==> config.mk <==
export PLATFORM = sky130hd
export DESIGN_NAME = ro_result_mailbox
export DESIGN_NICKNAME = d
export VERILOG_FILES = /design/src/rtl/ro_mailbox_pkg.sv /design/src/rtl/ro_mailbox_fifo.sv /design/src/rtl/ro_result_mailbox.sv
export SDC_FILE = /design/constraint.sdc
export NUM_CORES = 1
export LEC_CHECK = 0
export BUFFER_PORTS_ARGS = -buffer_cell sky130_fd_sc_hd__buf_2
export CAP_MARGIN = 0
export CORE_UTILIZATION = 38
export DETAILED_ROUTE_END_ITERATION = 10
export GPL_ROUTABILITY_DRIVEN = 0
export HOLD_SLACK_MARGIN = 0.02
export MAX_ROUTING_LAYER = met4
export PLACE_DENSITY_LB_ADDON = 0.05
export SLEW_MARGIN = 30
export SYNTH_ARGS = -nofsm -noshare
export SYNTH_HDL_FRONTEND = slang
export SYNTH_SLANG_ARGS = --single-unit
==> constraint.sdc <==
create_clock -name CLK -period 11 [get_ports CLK]
set_input_delay 1.65 -clock CLK [delete_from_list [all_inputs] [get_ports CLK]]
set_output_delay 1.65 -clock CLK [all_outputs]
set_load 0.005 [all_outputs]
==> src/rtl/ro_mailbox_pkg.sv <==
// Shared types and helpers for the result mailbox.
package ro_mailbox_pkg;

  typedef enum logic [1:0] {
    ST_IDLE,
    ST_PRESENT,
    ST_GAP
  } state_t;

  localparam int TS_W = 16;

  // Pointer width: one extra bit separates full from empty.
  function automatic int ptr_w(input int depth);
    return $clog2(depth) + 1;
  endfunction

endpackage

==> src/rtl/ro_mailbox_fifo.sv <==
// Single-clock synchronous FIFO with registered read data.
// Push is accepted when not full, or when full and a pop happens in the same cycle.
module ro_mailbox_fifo
  import ro_mailbox_pkg::*;
#(
  parameter int DEPTH = 8,
  parameter int WIDTH = 32
) (
  input  logic                   CLK,
  input  logic                   RESETN,
  input  logic                   i_push,
  input  logic [WIDTH-1:0]       i_din,
  input  logic                   i_pop,
  output logic                   o_full,
  output logic                   o_empty,
  output logic [$clog2(DEPTH):0] o_level,
  output logic [WIDTH-1:0]       o_dout
);

  localparam int AW = $clog2(DEPTH);
  localparam int PW = ptr_w(DEPTH);

  logic [PW-1:0]    r_wr_ptr, r_rd_ptr;
  logic [PW-1:0]    w_level;
  logic [WIDTH-1:0] r_mem [DEPTH];
  logic [WIDTH-1:0] r_dout;
  logic             w_full, w_empty, w_do_push, w_do_pop;

  assign w_level   = r_wr_ptr - r_rd_ptr;
  assign w_full    = (w_level == PW'(DEPTH));
  assign w_empty   = (w_level == '0);
  assign w_do_pop  = i_pop && !w_empty;
  assign w_do_push = i_push && (!w_full || w_do_pop);

  // Pointer update; wrap-around is natural modulo 2^PW.
  always_ff @(posedge CLK or negedge RESETN) begin
    if (!RESETN) begin
      r_wr_ptr <= '0;
      r_rd_ptr <= '0;
    end else begin
      if (w_do_push) r_wr_ptr <= r_wr_ptr + 1'b1;
      if (w_do_pop)  r_rd_ptr <= r_rd_ptr + 1'b1;
    end
  end

  // Storage array; contents need no reset since pointers gate visibility.
  always_ff @(posedge CLK) begin
    if (w_do_push) r_mem[r_wr_ptr[AW-1:0]] <= i_din;
  end

  // Read register: loads only on pop, otherwise holds the last word.
  always_ff @(posedge CLK or negedge RESETN) begin
    if (!RESETN)       r_dout <= '0;
    else if (w_do_pop) r_dout <= r_mem[r_rd_ptr[AW-1:0]];
  end

  assign o_full  = w_full;
  assign o_empty = w_empty;
  assign o_level = w_level;
  assign o_dout  = r_dout;

endmodule

==> src/rtl/ro_result_mailbox.sv <==
// Result mailbox: per-channel FIFO plus presentation FSM (IDLE/PRESENT/GAP).
// The FIFO read register doubles as the presented word, so rd_data holds its
// value through GAP and IDLE until the next pop.
// Optional feature: RO_MAILBOX_TSTAMP_EN adds a 16-bit push timestamp per word
// and the rd_tstamp output.
module ro_result_mailbox
  import ro_mailbox_pkg::*;
#(
  parameter int NUM_CH = 3,
  parameter int DEPTH  = 8,
  parameter int DW     = 32
) (
  input  logic                                 CLK,
  input  logic                                 RESETN,
  input  logic [NUM_CH-1:0]                    wr_strb,
  input  logic [NUM_CH*DW-1:0]                 wr_data,
  input  logic [NUM_CH-1:0]                    rd_ack,
  output logic [NUM_CH*DW-1:0]                 rd_data,
  output logic [NUM_CH-1:0]                    rd_intr,
  output logic [NUM_CH-1:0]                    ovf,
  output logic [NUM_CH*($clog2(DEPTH)+1)-1:0]  level
`ifdef RO_MAILBOX_TSTAMP_EN
  ,
  output logic [NUM_CH*TS_W-1:0]               rd_tstamp
`endif
);

  localparam int LW = ptr_w(DEPTH);

`ifdef RO_MAILBOX_TSTAMP_EN
  localparam int FW = DW + TS_W;
  logic [TS_W-1:0] r_tstamp;

  // Free-running cycle counter sampled at push.
  always_ff @(posedge CLK or negedge RESETN) begin
    if (!RESETN) r_tstamp <= '0;
    else         r_tstamp <= r_tstamp + 1'b1;
  end
`else
  localparam int FW = DW;
`endif

  genvar c;
  for (c = 0; c < NUM_CH; c++) begin : g_ch
    state_t          r_state, w_state_nxt;
    logic            w_pop, w_full, w_empty;
    logic [LW-1:0]   w_level;
    logic [FW-1:0]   w_din, w_dout;
    logic            r_ovf;

`ifdef RO_MAILBOX_TSTAMP_EN
    assign w_din = {r_tstamp, wr_data[c*DW +: DW]};
    assign rd_tstamp[c*TS_W +: TS_W] = w_dout[FW-1 -: TS_W];
`else
    assign w_din = wr_data[c*DW +: DW];
`endif

    ro_mailbox_fifo #(
      .DEPTH (DEPTH),
      .WIDTH (FW)
    ) u_fifo (
      .CLK     (CLK),
      .RESETN  (RESETN),
      .i_push  (wr_strb[c]),
      .i_din   (w_din),
      .i_pop   (w_pop),
      .o_full  (w_full),
      .o_empty (w_empty),
      .o_level (w_level),
      .o_dout  (w_dout)
    );

    // Channel state register; reset forces IDLE so rd_intr drops at once.
    always_ff @(posedge CLK or negedge RESETN) begin
      if (!RESETN) r_state <= ST_IDLE;
      else         r_state <= w_state_nxt;
    end

    // Next state and pop: pop from IDLE, hold in PRESENT until ack, one GAP cycle.
    always_comb begin
      w_state_nxt = r_state;
      w_pop       = 1'b0;
      case (r_state)
        ST_IDLE: begin
          if (!w_empty) begin
            w_pop       = 1'b1;
            w_state_nxt = ST_PRESENT;
          end
        end
        ST_PRESENT: if (rd_ack[c]) w_state_nxt = ST_GAP;
        ST_GAP:     w_state_nxt = ST_IDLE;
        default:    w_state_nxt = ST_IDLE;
      endcase
    end

    // Sticky overflow: a strobe dropped because the FIFO is full and not popping.
    always_ff @(posedge CLK or negedge RESETN) begin
      if (!RESETN)                              r_ovf <= 1'b0;
      else if (wr_strb[c] && w_full && !w_pop)  r_ovf <= 1'b1;
    end

    assign rd_data[c*DW +: DW] = w_dout[DW-1:0];
    assign rd_intr[c]          = (r_state == ST_PRESENT);
    assign ovf[c]              = r_ovf;
    assign level[c*LW +: LW]   = w_level;
  end

endmodule

Yosys cells after proc, flatten, opt, wreduce, memory -nomap -nowiden
Memory sizes are Yosys's and may differ from the RTL's. A register that Yosys moved wholly into a read port is not among the register bits.
Cells that the tools add are included.
W data, S select, Z words.
{ "totals": {"regBits": 33, "mem_count": 3, "in_bits": 104, "output_inout_bits": 114, "ramBits": 768, "wordCells": 93} }
{ "classes": {"reduce_logical": 36, "add_sub_neg": 9, "mux": 21, "n_eq_ne": 12} }
{ "mem_list": {"columns": ["name", "words", "width", "rd", "rd_clocked_by_memory_dff", "wr", "line", "text"], "rows": [
  ["g_ch[0].u_fifo.r_mem", 8, 32, 1, 1, 1, "ro_mailbox_fifo.sv:25", "logic [WIDTH-1:0] r_mem [DEPTH];"],
  ["g_ch[1].u_fifo.r_mem", 8, 32, 1, 1, 1, "ro_mailbox_fifo.sv:25", null],
  ["g_ch[2].u_fifo.r_mem", 8, 32, 1, 1, 1, "ro_mailbox_fifo.sv:25", null]
]} }
{ "op_table": {"columns": ["op", "count"], "rows": [
  ["$add A4 B1 Y4 const B", 6],
  ["$eq A4 B4 Y1 const B", 3],
  ["$logic_and A1 B1 Y1", 12],
  ["$logic_not A1 Y1", 12],
  ["$logic_not A4 Y1", 3],
  ["$mux W1", 12],
  ["$mux W2", 6],
  ["$ne A2 B2 Y1 const B", 6],
  ["$pmux W2 S2", 3],
  ["$sub A4 B4 Y4", 3],
  ["$eq A2 B1 Y1 const B", 3],
  ["$logic_not A2 Y1", 3],
  ["$reduce_and A2 Y1", 3],
  ["$logic_or A1 B1 Y1", 3]
]} }

Logic depth before layout (Yosys ltp)
Gate-level depths: netlist of run 1.
{ "depth": {"word_depth": 9, "mapped_depth": 10, "ltp_nobuf": 9} }

Cells and area by module
A second synthesis of run 1 with hierarchy kept.
{ "unflattened": {"hier_cells": 1647, "hier_area_um2": 34272.9} }
{ "by_module_without_submodules": {"columns": ["module", "cells_per_inst", "instances", "area_per_inst_um2", "seq_area_each_um2"], "rows": [
  ["ro_mailbox_fifo at g_ch[0].u_fifo", 537, 1, 11280.8, 8688.3],
  ["ro_mailbox_fifo at g_ch[2].u_fifo", 537, 1, 11279.6, 8688.3],
  ["ro_mailbox_fifo at g_ch[1].u_fifo", 537, 1, 11277.1, 8688.3],
  ["ro_result_mailbox", 36, 1, 435.4, 225.2]
]} }

Least setup slack after synthesis of run 1
Ideal clock, no wire load.
{ "synth_path": {"path_kind": "reg2reg", "start": "register g_ch[2].u_fifo.r_rd_ptr[1]", "end": "memory g_ch[2].u_fifo.r_mem[0][0] (enable)", "stages_incl_launch_ff": 10, "t_required_ns": 10.487, "synth_period_minus_slack_ns": 6.230, "arrival_ns": 5.717, "slack_ns": 4.770, "path_cell_list": "dfrtp_1 > buf_1 > buf_1 > inv_1 > fa_1 > xor2_1 > nor3_1 > o21a_1 > clkbuf_1 > nor4b_1"} }
{ "synth_via": {"elab_chain_len": 9, "word_cells_on_any_way": 12} }
{ "synth_lines": {"columns": ["item", "line", "text"], "rows": [
  ["start: declaration", "ro_mailbox_fifo.sv:23", "logic [PW-1:0] r_wr_ptr, r_rd_ptr;"],
  ["start signal: assignment", "ro_mailbox_fifo.sv:42", "if (w_do_pop) r_rd_ptr <= r_rd_ptr + 1'b1;"],
  ["$sub A4 B4 Y4 (*)", "ro_mailbox_fifo.sv:29", "assign w_level = r_wr_ptr - r_rd_ptr;"],
  ["net level[10]", "ro_result_mailbox.sv:21", "output logic [NUM_CH*($clog2(DEPTH)+1)-1:0] level"],
  ["$logic_not A4 Y1", "ro_mailbox_fifo.sv:31", "assign w_empty = (w_level == '0);"],
  ["$mux W1", "ro_result_mailbox.sv:85", "if (!w_empty) begin"],
  ["$mux W1", "ro_result_mailbox.sv:83", "case (r_state)"],
  ["$logic_and A1 B1 Y1", "ro_mailbox_fifo.sv:32", "assign w_do_pop = i_pop && !w_empty;"],
  ["$logic_or A1 B1 Y1 (*)", "ro_mailbox_fifo.sv:33", "assign w_do_push = i_push && (!w_full || w_do_pop);"],
  ["$logic_and A1 B1 Y1 (*)", "ro_mailbox_fifo.sv:33", null],
  ["$mux W1 (*)", "ro_mailbox_fifo.sv:48", "if (w_do_push) r_mem[r_wr_ptr[AW-1:0]] <= i_din;"],
  ["$mux W1 (implied by the code) (*)", "ro_mailbox_fifo.sv:48", null],
  ["end: declaration", "ro_mailbox_fifo.sv:25", null]
]} }
Mark *: on every way through the listed nets, which the timed path passes. The rest lies on a longest branch.

Final worst setup path of run 1
{ "layout_path": {"start": "register g_ch[1].u_fifo.r_rd_ptr[1]", "end": "output level[7]"} }
{ "layout_via": {"elab_chain_len": 1} }
{ "layout_lines": {"columns": ["item", "line"], "rows": [
  ["start: declaration", "ro_mailbox_fifo.sv:23"],
  ["start signal: assignment", "ro_mailbox_fifo.sv:42"],
  ["$sub A4 B4 Y4", "ro_mailbox_fifo.sv:29"],
  ["end: declaration", "ro_result_mailbox.sv:21"]
]} }
No other way between the ends.

==> reports/metrics.csv, run 1 <==
metric,value,unit
IO Count,218,
CTS Sinks,897,
IO Port Bufs,217,
Via density,5.09,
clk_lat worst skew,0.66,ns
CTS H-tree depth,3,
most frequent cells in the layout,"edfxtp_1, nand2_1, buf_2, mux4_2, dfrtp_1",
Fin Setup TNS,0,ns
leading post-synthesis cells by cell area,"edfxtp_1, mux4_2, dfrtp_1",
global-route wire length before repair,116,mm
Post-CTS Setup Bufs,0,
"commonest non-fill, non-tap cell in the layout",edfxtp_1,
worst path cell trace,buf_6 -> inv_1 -> ha_1 -> a21oi_1 -> and3_1 -> or2_2 -> buf_2,
WP data arrival,2.98,ns
Core ar.,90300,um^2
HP Class,reg2reg,
PD cells,288,nW/um^2
vias in the first global route,18234,
Setup crit start kind,flip-flop,
CTS tree,done,
endpoints failing setup,0,
GRT busiest layer,met2,
Crit path largest cell delay,0.59,ns
Die Wd,304,um
Post-Syn Nets,1888,
"delay-heaviest family, CP",buffers and inverters,
clock slew seen by the registers of the worst setup and hold paths,0.06,ns
Max Slew Vio Count,0,
Synth top area share,66.4,%
Starting Density,38.5,%
area delta synth->final,17.3,%
sequential fraction of the synthesis area,75.7,%
DR pass1 iterations,6,
Clock Skew,0.0209,ns
row count,110,
required time of the critical path,9.35,ns
DRT iter0 DRCs,926,
clock buffer count from CTS,99,
fmax,0.216,GHz
global routing met2 resource utilization,28.6,%
nets,2162,
Netlist cell types,48,
Final min period,4.63,ns
Least-Margin Pin Slew,0.844,ns
met3 Use GR,3.65,%
largest net degree at the start of global routing,78,
"Avg Cell Area, Syn",19.7,um^2
post-detailed-route wirelength per cell,23.1,um
die area,92600,um^2
remaining antenna violation count after routing,0,
period utilisation layout,42.1,%
vias,16880,
crit end category,output port,
Cells after Synth,1766,
"FF+latch count, synth",897,
RSZ-0062 raised after global routing,false,
Post-CTS Resized,0,
CTS hold repair buffers,0,
Mapped Area,34700,um^2
initial antenna violation count,16,
max-capacitance violation count,0,
clk root buf,clkbuf_16,
clock buffer depth,3,
GR Overflow Total,0,
Crit Path Category,reg2out,
Tot Pwr,11.7,mW
CP max-delay cell,buf_6,
Buf/Inv on CP,3,
final hold vios,0,
Slew headroom,43.8,%
worst-path maximum fanout,68,
GRT Total Usage,17.4,%
Layout fillers,7904,
Routed WL,76.5,mm
grt met1 use,21.8,%
Synth area leader,edfxtp_1,
layout cells sized above 1,34.8,%
yosys synthesis warning count,0,
Die Y,304,um
drt drc,0,
outcome,"finished, final reports clean",
static leakage,14.3,nW
dpl hpwl,42.9,mm
post-layout util,45.1,%
Max VDD drop,191,uV
[worst register-to-register path, cell delays in order (launching register included)]
cell	delay, ns
dfrtp_2	0.35
buf_6	0.59
inv_1	0.21
fa_1	0.47
xnor2_1	0.25
inv_1	0.09
nor4_1	0.64
o21a_1	0.66
nor4b_2	0.11
buf_4	0.34
[final timing paths]
path / slack (ns) / cells past startpoint / endpoint / startpoint
max: 6.37 / 7 / level[7] / g_ch[1].u_fifo.r_rd_ptr[1]
min: 0.46 / 1 / g_ch[2].r_ovf / g_ch[2].r_ovf
max reg2reg: 6.93 / 9 / g_ch[1].u_fifo.r_mem[5][9] / g_ch[1].u_fifo.r_rd_ptr[1]
min reg2reg: 0.46 / 1 / g_ch[2].r_ovf / g_ch[2].r_ovf
max in group asynchronous: 8.57 / 2 / g_ch[0].u_fifo.r_rd_ptr[1] / RESETN
min in group asynchronous: 1.02 / 1 / g_ch[2].r_state[0] / RESETN
[stage by stage]
stage | setup WS [ns] | hold WS, ns | std cells | cell area [um^2]
floorplan | 4.77 | 0.429 | 1766 | 34700
detailed placement | 6.95 | 0.449 | 3115 | 37400
global placement | 6.75 | 0.445 | 3114 | 37300
finish | 6.37 | 0.464 | 3318 | 40700
CTS | 6.30 | 0.466 | 3303 | 40700
global route | 6.16 | 0.467 | 3317 | 40700
[synthesized netlist by cell type (all sizes together)]
| master | instances |
|---|---|
| mux2 | 99 |
| ha | 15 |
| buf | 58 |
| nor3 | 6 |
| nand4 | 6 |
| nand4b | 1 |
| or2 | 5 |
| or3 | 2 |
| or4 | 1 |
| o32ai | 1 |
| nand3b | 4 |
| o22ai | 2 |
| o21a | 3 |
| a21o | 3 |
| nor2b | 2 |
| inv | 21 |
| xor2 | 3 |
| mux2i | 1 |
| a221o | 1 |
| o311ai | 3 |
| o21ai | 7 |
| edfxtp | 768 |
| nand2b | 8 |
| and2 | 3 |
| nor4 | 9 |
| nor4b | 11 |
| o31ai | 4 |
| mux4 | 192 |
| a21bo | 2 |
| a211o | 1 |
| clkbuf | 34 |
| nand2 | 305 |
| o211ai | 18 |
| a21oi | 8 |
| nor4bb | 1 |
| fa | 3 |
| xnor2 | 11 |
| nand3 | 1 |
| nor3b | 2 |
| dfrtp | 129 |
| and3 | 4 |
| nor2 | 8 |
[registers in the layout (all words and copies together), names as in the netlist]
signal / cells
g_ch.u_fifo.r_mem: 768
g_ch.r_state: 6
g_ch.u_fifo.o_dout: 96
g_ch.u_fifo.r_wr_ptr: 12
g_ch.u_fifo.r_rd_ptr: 12
g_ch.r_ovf: 3
[logic make-up after synthesis]
logic type	after synthesis	synth area share (%)
flip-flops	897	75.7
multiplexers	292	15.7
XOR/XNOR	14	0.353
AO/OA/AOI/OAI	53	1.22
adder cells (fa/ha/maj)	18	0.714
AND/OR/NAND/NOR	379	4.67
buffers and inverters	113	1.62
[per-layer routing]
metal  wire length [um]  vias to the layer above
met5                  0                        -
met4               1760                        0
met1              32700                     8911
met2              38700                      309
met3               3390                      119
li1                   -                     7541
[area by class of cell]
cell class | instances | area (um^2) | area share, %
timing repair buffer | 265 | 1470 | 3.62
clock inverter | 40 | 507 | 1.24
inverter | 21 | 78.8 | 0.194
multi-input combinational | 756 | 8030 | 19.7
antenna | 15 | 37.5 | 0.0922
tap | 1176 | 1470 | 3.61
clock buffer | 148 | 2820 | 6.93
sequential | 897 | 26300 | 64.6
[where the power goes]
group	switching, mW	internal (mW)	total (mW)
logic	1.96	1.67	3.64
clock network	1.33	1.99	3.32
registers	0.334	4.44	4.77
total	3.63	8.10	11.7
Power figures use the tool's default switching activity.
==> run 2, diff against run 1 <==
- ABC_AREA: not set -> 1
- clock period: 11 -> 4.65 ns (I/O delays scaled with it)
==> reports/metrics.csv, run 2 <==
metric,value,unit
Crit path largest cell delay,0.85,ns
row count,117,
vias in the first global route,24889,
Max VDD drop,620,uV
Max Slew Vio Count,0,
fmax,0.287,GHz
most frequent cells in the layout,"nand2_1, inv_1, edfxtp_1, nand3_1, buf_2",
max-capacitance violation count,0,
Final min period,3.49,ns
sequential fraction of the synthesis area,66.6,%
clock buffer depth,3,
vias,25853,
clock slew seen by the registers of the worst setup and hold paths,0.06,ns
global-route wire length before repair,152,mm
clk root buf,clkbuf_16,
clk_lat worst skew,0.66,ns
Least-Margin Pin Slew,0.956,ns
dpl hpwl,57.8,mm
GR Overflow Total,0,
PnR worst setup slack,1.16,ns
die area,105000,um^2
Post-DP Area,42100,um^2
initial antenna violation count,9,
outcome,"finished, final reports clean",
layout cells sized above 1,11.0,%
RSZ-0062 raised after global routing,false,
period utilisation layout,75.0,%
"delay-heaviest family, CP",simple AND/OR/NAND/NOR gates,
dpl ws,1.10,ns
fin area,45400,um^2
Synth top area share,58.5,%
max reg flops,768,
Clock Skew,0.0171,ns
post-layout util,44.4,%
area delta synth->final,15.1,%
Buf/Inv on CP,2,
clock buffer count from CTS,101,
drt drc,0,
Core ar.,102000,um^2
Cells after Synth,4068,
DRT iter0 DRCs,1527,
GRT Total Usage,19.6,%
CTS hold repair buffers,0,
worst path cell trace,ha_1 -> inv_1 -> fa_1 -> nor2_1 -> nand3_1 -> nor2_1 -> nand3_1 -> nand2_2 -> nor2_4 -> buf_4,
yosys synthesis warning count,0,
Layout fillers,9899,
HP Class,in2async,
DRT met1 WL,48.3,mm
Fin Setup TNS,0,ns
Slew headroom,36.3,%
metal2 WL,45.0,mm
Post-Syn Nets,4190,
Starting Density,38.6,%
post-detailed-route wirelength per cell,17.2,um
CTS Sinks,897,
Mapped Area,39500,um^2
Netlist cell types,23,
WP data arrival,3.84,ns
PD cells,648,nW/um^2
nets,4376,
endpoints failing setup,0,
"FF+latch count, synth",897,
required time of the critical path,5.00,ns
"count leader, synth",nand2_1,
static leakage,21.3,nW
"commonest non-fill, non-tap cell in the layout",nand2_1,
Post-CTS Setup Bufs,0,
leading post-synthesis cells by cell area,"edfxtp_1, nand2_1, dfrtp_1",
crit end category,flip-flop,
Crit Path Category,reg2reg,
Synth area leader,edfxtp_1,
Die Y,324,um
Die Wd,324,um
top sig layer,met4,
CTS tree,done,
remaining antenna violation count after routing,0,
number of flops mapped to enable cells by yosys,768,
Synth Flop Type,edfxtp_1,
final hold vios,0,
most frequent cells after synthesis,"nand2_1, inv_1, edfxtp_1",
DR pass1 iterations,6,
"Async S/R FF share, synth",14.4,%
IO Count,218,
"Avg Cell Area, Syn",9.70,um^2
IO Port Bufs,217,
Post-CTS Resized,0,
Setup crit start kind,flip-flop,
wire length on met3,3.43,mm
Routed WL,98.6,mm
worst-path maximum fanout,51,
Via density,4.52,
largest net degree at the start of global routing,109,
CP max-delay cell,dfrtp_4,
CTS H-tree depth,3,
run 2: worst register-to-register path, delay by kind of cell (launching register included):
family                     cells  cell delay (ns)
DFF                            1             0.85
adders and majority gates      2             0.77
and+or+nand+nor                6             1.13
buffers and inverters          2             0.42
run 2: worst paths after layout:
path | start | to | slack [ns] | cells past startpoint
min in group CLK | rd_ack[1] | g_ch[1].r_state[0] | 0.22 | 2
max in group asynchronous | RESETN | g_ch[1].u_fifo.r_rd_ptr[1] | 3.61 | 2
max reg2reg | g_ch[1].u_fifo.r_rd_ptr[0] | g_ch[1].u_fifo.r_mem[1][7] | 1.16 | 10
min reg2reg | g_ch[0].u_fifo.o_dout[17] | g_ch[0].u_fifo.o_dout[17] | 0.47 | 2
max | g_ch[1].u_fifo.r_rd_ptr[0] | g_ch[1].u_fifo.r_mem[1][7] | 1.16 | 10
min | RESETN | g_ch[2].u_fifo.o_dout[0] | 0.11 | 1
run 2: kinds of logic (layout without fill, tap and decap cells):
| family | Yosys count | in the layout | synth area share, % |
|---|---|---|---|
| compound gates | 9 | 9 | 0.152 |
| xor+xnor | 12 | 12 | 0.266 |
| fa+ha+maj | 18 | 18 | 0.628 |
| buf+inv | 1008 | 1282 | 10.2 |
| flops | 897 | 897 | 66.6 |
| other cells | 0 | 4 | 0 |
| simple gates | 2124 | 2124 | 22.1 |
run 2: power by group:
group	leakage (nW)	internal (mW)	total, mW	switching, mW
Clock	1.60	4.58	7.82	3.24
Combinational	11.1	3.13	10.5	7.39
Sequential	8.56	10.4	11.1	0.637
run 2: metrics by stage:
stage                     instances  hold WS, ns  total power, mW
after floorplan                4068        0.402             18.3
after global placement         5519        0.451             22.0
after detailed placement       5519        0.453             22.0
after CTS                      5710       0.0915             30.0
after global routing           5714        0.150             31.7
final                          5714        0.109             29.4
run 2: per-layer routing:
| metal | track usage (%) | vias to the layer above |
|---|---|---|
| met5 | - | - |
| met4 | 4.88 | 0 |
| met3 | 2.74 | 143 |
| met2 | 30.3 | 378 |
| met1 | 27.2 | 12250 |
| li1 | - | 13082 |
run 2: area by class of cell:
class | instances | area, um^2 | share of cell area (%)
Multi-Input combinational cell | 2163 | 9330 | 20.5
Inverter | 819 | 3090 | 6.80
Antenna cell | 4 | 10.0 | 0.0220
Sequential cell | 897 | 26300 | 58.0
Clock inverter | 47 | 402 | 0.885
Tap cell | 1368 | 1710 | 3.77
Timing Repair Buffer | 272 | 1710 | 3.76
Clock buffer | 144 | 2840 | 6.26
